`config.mk`:
```
export PLATFORM = sky130hd
export DESIGN_NAME = hazard_ctrl
export DESIGN_NICKNAME = d
export VERILOG_FILES = /design/src/rtl/pipe_pkg.sv /design/src/rtl/hazard_match.sv /design/src/rtl/hazard_ctrl.sv
export SDC_FILE = /design/constraint.sdc
export NUM_CORES = 1
export LEC_CHECK = 0
export CORE_AREA = 2 2 67 69
export DETAILED_ROUTE_END_ITERATION = 10
export DIE_AREA = 0 0 69 71
export SLEW_MARGIN = 20
export SYNTH_ARGS = -nofsm -noshare
export SYNTH_HDL_FRONTEND = slang
export SYNTH_SLANG_ARGS = --single-unit
```
`constraint.sdc`:
```
create_clock -name clk -period 1.6 [get_ports clk]
set_input_delay 0.32 -clock clk [delete_from_list [all_inputs] [get_ports clk]]
set_output_delay 0.32 -clock clk [all_outputs]
set_load 0.02 [all_outputs]
```
`src/rtl/pipe_pkg.sv`:
```
// Shared pipeline types for the hazard controller: in-flight stage entry,
// forward-select codes and the register-index width.
package pipe_pkg;

    localparam int REG_AW        = 5;
    localparam int FWD_SEL_RF    = 0;
    localparam int FWD_SEL_EXMEM = 1;
    localparam int FWD_SEL_MEMWB = 2;

    typedef struct packed {
        logic              valid;
        logic [REG_AW-1:0] rd;
        logic              regwrite;
        logic              memread;
    } stage_t;

    // x0 is hard-wired zero, so it never produces a hazard.
    function automatic logic entry_hits(input stage_t e, input logic [REG_AW-1:0] r);
        return e.valid && e.regwrite && (e.rd == r) && (r != '0);
    endfunction

endpackage

```
`src/rtl/hazard_match.sv`:
```
// Youngest-match priority encoder over post-EX stages 1..FWD_DEPTH for one
// EX source operand; returns the stage number to forward from, or 0.
module hazard_match
    import pipe_pkg::*;
#(
    parameter int FWD_DEPTH = 2,
    parameter int LOAD_LAT  = 1,
    parameter int SEL_W     = $clog2(FWD_DEPTH + 1)
) (
    input  stage_t [FWD_DEPTH:1] ents,
    input  logic [REG_AW-1:0]    src,
    input  logic                 use_src,
    output logic [SEL_W-1:0]     sel
);

    // Scan oldest to youngest so the youngest eligible hit is the last write.
    always_comb begin
        sel = SEL_W'(FWD_SEL_RF);
        if (use_src) begin
            for (int k = FWD_DEPTH; k >= 1; k--) begin
                if (entry_hits(ents[k], src) && !(ents[k].memread && k < LOAD_LAT)) begin
                    sel = SEL_W'(k);
                end
            end
        end
    end

endmodule

```
`src/rtl/hazard_ctrl.sv`:
```
// Shadow-pipeline hazard controller: EX forwarding selects, load-use stall and
// branch flush. Define HAZ_STATS_EN to add saturating stall/flush counters.
module hazard_ctrl #(
    parameter int REG_AW    = pipe_pkg::REG_AW,
    parameter int FWD_DEPTH = 2,
    parameter int LOAD_LAT  = 1,
    parameter int SEL_W     = $clog2(FWD_DEPTH + 1)
) (
    input  logic              clk,
    input  logic              rst,
    input  logic              id_valid,
    input  logic [REG_AW-1:0] id_rs1,
    input  logic [REG_AW-1:0] id_rs2,
    input  logic              id_use_rs1,
    input  logic              id_use_rs2,
    input  logic [REG_AW-1:0] id_rd,
    input  logic              id_regwrite,
    input  logic              id_memread,
    input  logic              ex_branch_taken,
    output logic              stall_o,
    output logic              flush_ifid_o,
    output logic              flush_idex_o,
    output logic [SEL_W-1:0]  fwd_a_o,
    output logic [SEL_W-1:0]  fwd_b_o
`ifdef HAZ_STATS_EN
    ,
    output logic [31:0]       stall_cnt_o,
    output logic [31:0]       flush_cnt_o
`endif
);
    import pipe_pkg::*;

    // ents[0] is the instruction in EX, ents[k] is k stages past EX.
    stage_t [FWD_DEPTH:0] ents;
    logic [REG_AW-1:0]    ex_rs1;
    logic [REG_AW-1:0]    ex_rs2;
    logic                 ex_use1;
    logic                 ex_use2;
    logic                 load_hit;

    always_comb begin
        load_hit = 1'b0;
        for (int j = 0; j < LOAD_LAT; j++) begin
            if (ents[j].memread &&
                ((id_use_rs1 && entry_hits(ents[j], id_rs1)) ||
                 (id_use_rs2 && entry_hits(ents[j], id_rs2)))) begin
                load_hit = 1'b1;
            end
        end
    end

    assign stall_o      = id_valid && !ex_branch_taken && load_hit;
    assign flush_ifid_o = ex_branch_taken;
    assign flush_idex_o = ex_branch_taken;

    always_ff @(posedge clk) begin
        if (rst) begin
            ents    <= '0;
            ex_rs1  <= '0;
            ex_rs2  <= '0;
            ex_use1 <= 1'b0;
            ex_use2 <= 1'b0;
        end else begin
            for (int k = 1; k <= FWD_DEPTH; k++) begin
                ents[k] <= ents[k-1];
            end
            if (ex_branch_taken || stall_o) begin
                ents[0] <= '0;
                ex_use1 <= 1'b0;
                ex_use2 <= 1'b0;
            end else begin
                ents[0] <= '{valid: id_valid, rd: id_rd, regwrite: id_regwrite, memread: id_memread};
                ex_rs1  <= id_rs1;
                ex_rs2  <= id_rs2;
                // An empty ID slot must not turn into a forwarding consumer.
                ex_use1 <= id_valid && id_use_rs1;
                ex_use2 <= id_valid && id_use_rs2;
            end
        end
    end

    hazard_match #(.FWD_DEPTH(FWD_DEPTH), .LOAD_LAT(LOAD_LAT), .SEL_W(SEL_W)) u_match_a (
        .ents    (ents[FWD_DEPTH:1]),
        .src     (ex_rs1),
        .use_src (ex_use1),
        .sel     (fwd_a_o)
    );

    hazard_match #(.FWD_DEPTH(FWD_DEPTH), .LOAD_LAT(LOAD_LAT), .SEL_W(SEL_W)) u_match_b (
        .ents    (ents[FWD_DEPTH:1]),
        .src     (ex_rs2),
        .use_src (ex_use2),
        .sel     (fwd_b_o)
    );

`ifdef HAZ_STATS_EN
    always_ff @(posedge clk) begin
        if (rst) begin
            stall_cnt_o <= '0;
            flush_cnt_o <= '0;
        end else begin
            if (stall_o && stall_cnt_o != 32'hFFFF_FFFF) stall_cnt_o <= stall_cnt_o + 32'd1;
            if (ex_branch_taken && flush_cnt_o != 32'hFFFF_FFFF) flush_cnt_o <= flush_cnt_o + 32'd1;
        end
    end
`endif

endmodule

```
==> impl_metrics.toml <==
[worst_hold_path]
worstHoldStart = "id_rs1[1]"
hp-class = "input pin to flop"
hold_end = "ex_rs1[1]"
hold_depth = 4

[yosys]
yosysSeqAreaShare = 0.4273
synth_top_area_share = 0.4273
yosysTopAreaCell = "dfxtp_1"
netlist_area_um2 = 1593
ys_async_sr_fraction = 0
yosysMostFrequentCell = "dfxtp_1"
avgSynthCellArea_um2 = 10.02
ys_ff_latch = 34
synthCells = 159
yosys_warnings = 0
ys.flop_type = "dfxtp_1"
synth_common_cells = "dfxtp_1, xnor2_1, nand2b_1, nor2b_1, mux2i_1"
synth-edff-count = 0
synth.distinct_cells = 28
synthTopCellsByArea = "dfxtp_1, xnor2_1, nand2b_1, mux2i_1, nor2b_1"
synth_nets = 182

[timing]
final-max-slew-violation-count = 0
max_freq_ghz = 0.5011
fin_hold_ws_ps = 435.7
hold_viol = 0
skew_ps = 7.389
period_minus_slack_ps = 1995
setup_violations = 22
relSlewSlack = 0.7789
worst_pin_slew_ps = 329.2
rsz0062_at_grt = "true"
fin_ws_ps = -395.5
timing.final.crit_share = 1.247

[cts]
clk_pin_slew_ps = 80
cts-root-buf = "clkbuf_8"
numCtsBuffers = 5
cts_sinks = 34
clk_path_buf_depth = 2
clock_latency_ps = 290
cts_tree = "done"
h-tree-depth = 2

[grt]
grtUsageTotal = 0.1708
grt_pass1_vias = 1405
grt_antenna_before_repair = 0
grt_max_degree = 26
gr-total-overflow = 0
grt_pass1_wl_mm = 6.472

[route]
ant_nets = 0
via_per_inst = 4.702
drt_iter0_drc = 25
via_count = 1279
wirelength_mm = 3.859
wl_per_cell_um = 14.19
route.detailed.drc = 0
firstDrtPassIters = 3

[setup_path]
r2r_setup_slack_ps = -10
worstRegToRegCells = 7
cp_max_fo = 2
startpoint = "ex_rs2[3]"
cp.arrival_ps = 1680
end_kind = "output pin"
r2r_end = "ex_rs1[4]"
startpoint_type = "flop"
required_ps = 1280
r2r_start = "ents[6]"
worst-setup-path-type = "flop to output pin"

[final_layout]
nets = 242
stdcell_count = 272
design_area_um2 = 2490
drive_above_1_share = 0.3955
antennaDiodeCount = 0
syn_to_final_growth_pct = 56.32

[job]
drv_cap = 0

[placement]
dp.cells = 261
place.gp.congestion = 0.7906
hpwl_mm = 2.963
placed_area_um2 = 2237
port_buffers = 29

[run_status]
violations = "negative setup slack"
status = "finished with violations"

[power_and_ir_drop]
power.leakage_nw = 0.9733
internal_power_w = 0.001710
swShare = 0.2343
p_sw_w = 0.0005231
p_comb_frac = 0.162
p_seq_frac = 0.407
p_clk_frac = 0.430
peakVddDrop_mv = 0.3864
p_per_area_nw_per_um2 = 896.8
power_w = 0.002233

[die]
die-area_um2 = 4899
core_um2 = 4204
start_util = 0.3789
io_pins = 30
die_h_um = 71
fp.dieW_um = 69
rows = 24
[per-layer routing]
metal	up-vias	GRT usage	routed length (µm)
met4	0	0.07407	62
met3	6	0.04416	111
li1	653	-	-
met1	597	0.1805	1598
met5	-	0	0
met2	23	0.3194	2087
[worst max-delay path: stages, from the launching register on]
cell	delay, ps
dfxtp_2	320
or4_4	550
nor2_4	140
nor3_4	70
nor4_4	130
buf_4	180
[stage by stage]
stage	utilization	setup WS, ps	TNS [ps]
after floorplan	-	-69.64	-566.5
after global placement	0.5321	-964.8	-15820
after detailed placement	0.5321	-993.2	-16700
after CTS	0.5866	-420.8	-3278
after global routing	0.5923	-464.5	-3635
final	0.5923	-395.5	-2462
[power by group through the flow]
stage	Combinational, W	Sequential, W	Clock (W)
after floorplan	0.000179	0.000928	0
after global placement	0.000340	0.000924	0
after detailed placement	0.000347	0.000925	0
after CTS	0.000366	0.000907	0.000976
after global routing	0.000389	0.000912	0.00102
final	0.000362	0.000909	0.000961
[registers in the layout, summed over array words and instances (netlist names)]
name     flops
ex_rs1       5
ents        22
ex_use1      1
ex_rs2       5
ex_use2      1
[cell families after synthesis]
kind of cell / synth area share
buffers and inverters: 0.03299
AOI/OAI and AO/OA: 0.02671
DFF: 0.4273
xor gates and xnor gates: 0.1540
and+or+nand+nor: 0.2961
muxes: 0.06285
[how the worst max path moves through the flow]
stage	end
floorplan	fwd_a_o[1]
global placement	stall_o
detailed placement	stall_o
CTS	fwd_b_o[1]
global route	fwd_b_o[1]
finish	fwd_b_o[1]
[final cells by class]
class                           count  area [µm²]
Tap cell                           52       65.06
Sequential cell                    34       691.9
Timing Repair Buffer               60       538.0
Multi-Input combinational cell    115        1046
Inverter                            3       11.26
Fill cell                         363        1714
Clock inverter                      3       68.82
Clock buffer                        5       68.82
[cells in the final DEF, fill, tap and decap left out, types with 3 or more instances in the layout]
cell / Yosys / final
nor2b_1: 13 / 13
nor4_4: 1 / 4
buf_6: 1 / 11
nand4_1: 8 / 8
dlygate4sd2_1: 0 / 5
and4_1: 3 / 3
dfxtp_1: 34 / 25
xnor2_1: 26 / 22
clkdlybuf4s50_1: 0 / 11
mux2i_1: 10 / 10
nor3_4: 0 / 3
or4_4: 1 / 3
xnor2_2: 0 / 4
clkbuf_8: 0 / 5
nand2b_1: 19 / 19
buf_4: 2 / 28
and2_1: 9 / 7
dfxtp_2: 0 / 9
nor2_4: 0 / 3
[repair_timing]
action / CTS / global route
setup buffers: 5 / 2
setup endpoints to repair: 27 / 25
pin swaps: 31 / 13
hold buffers: 0 / 0
endpoints found under the hold margin: 0 / 0
gates cloned: 1 / 0
resized for setup: 77 / 13
No activity file was read; power rests on OpenSTA's default activity.
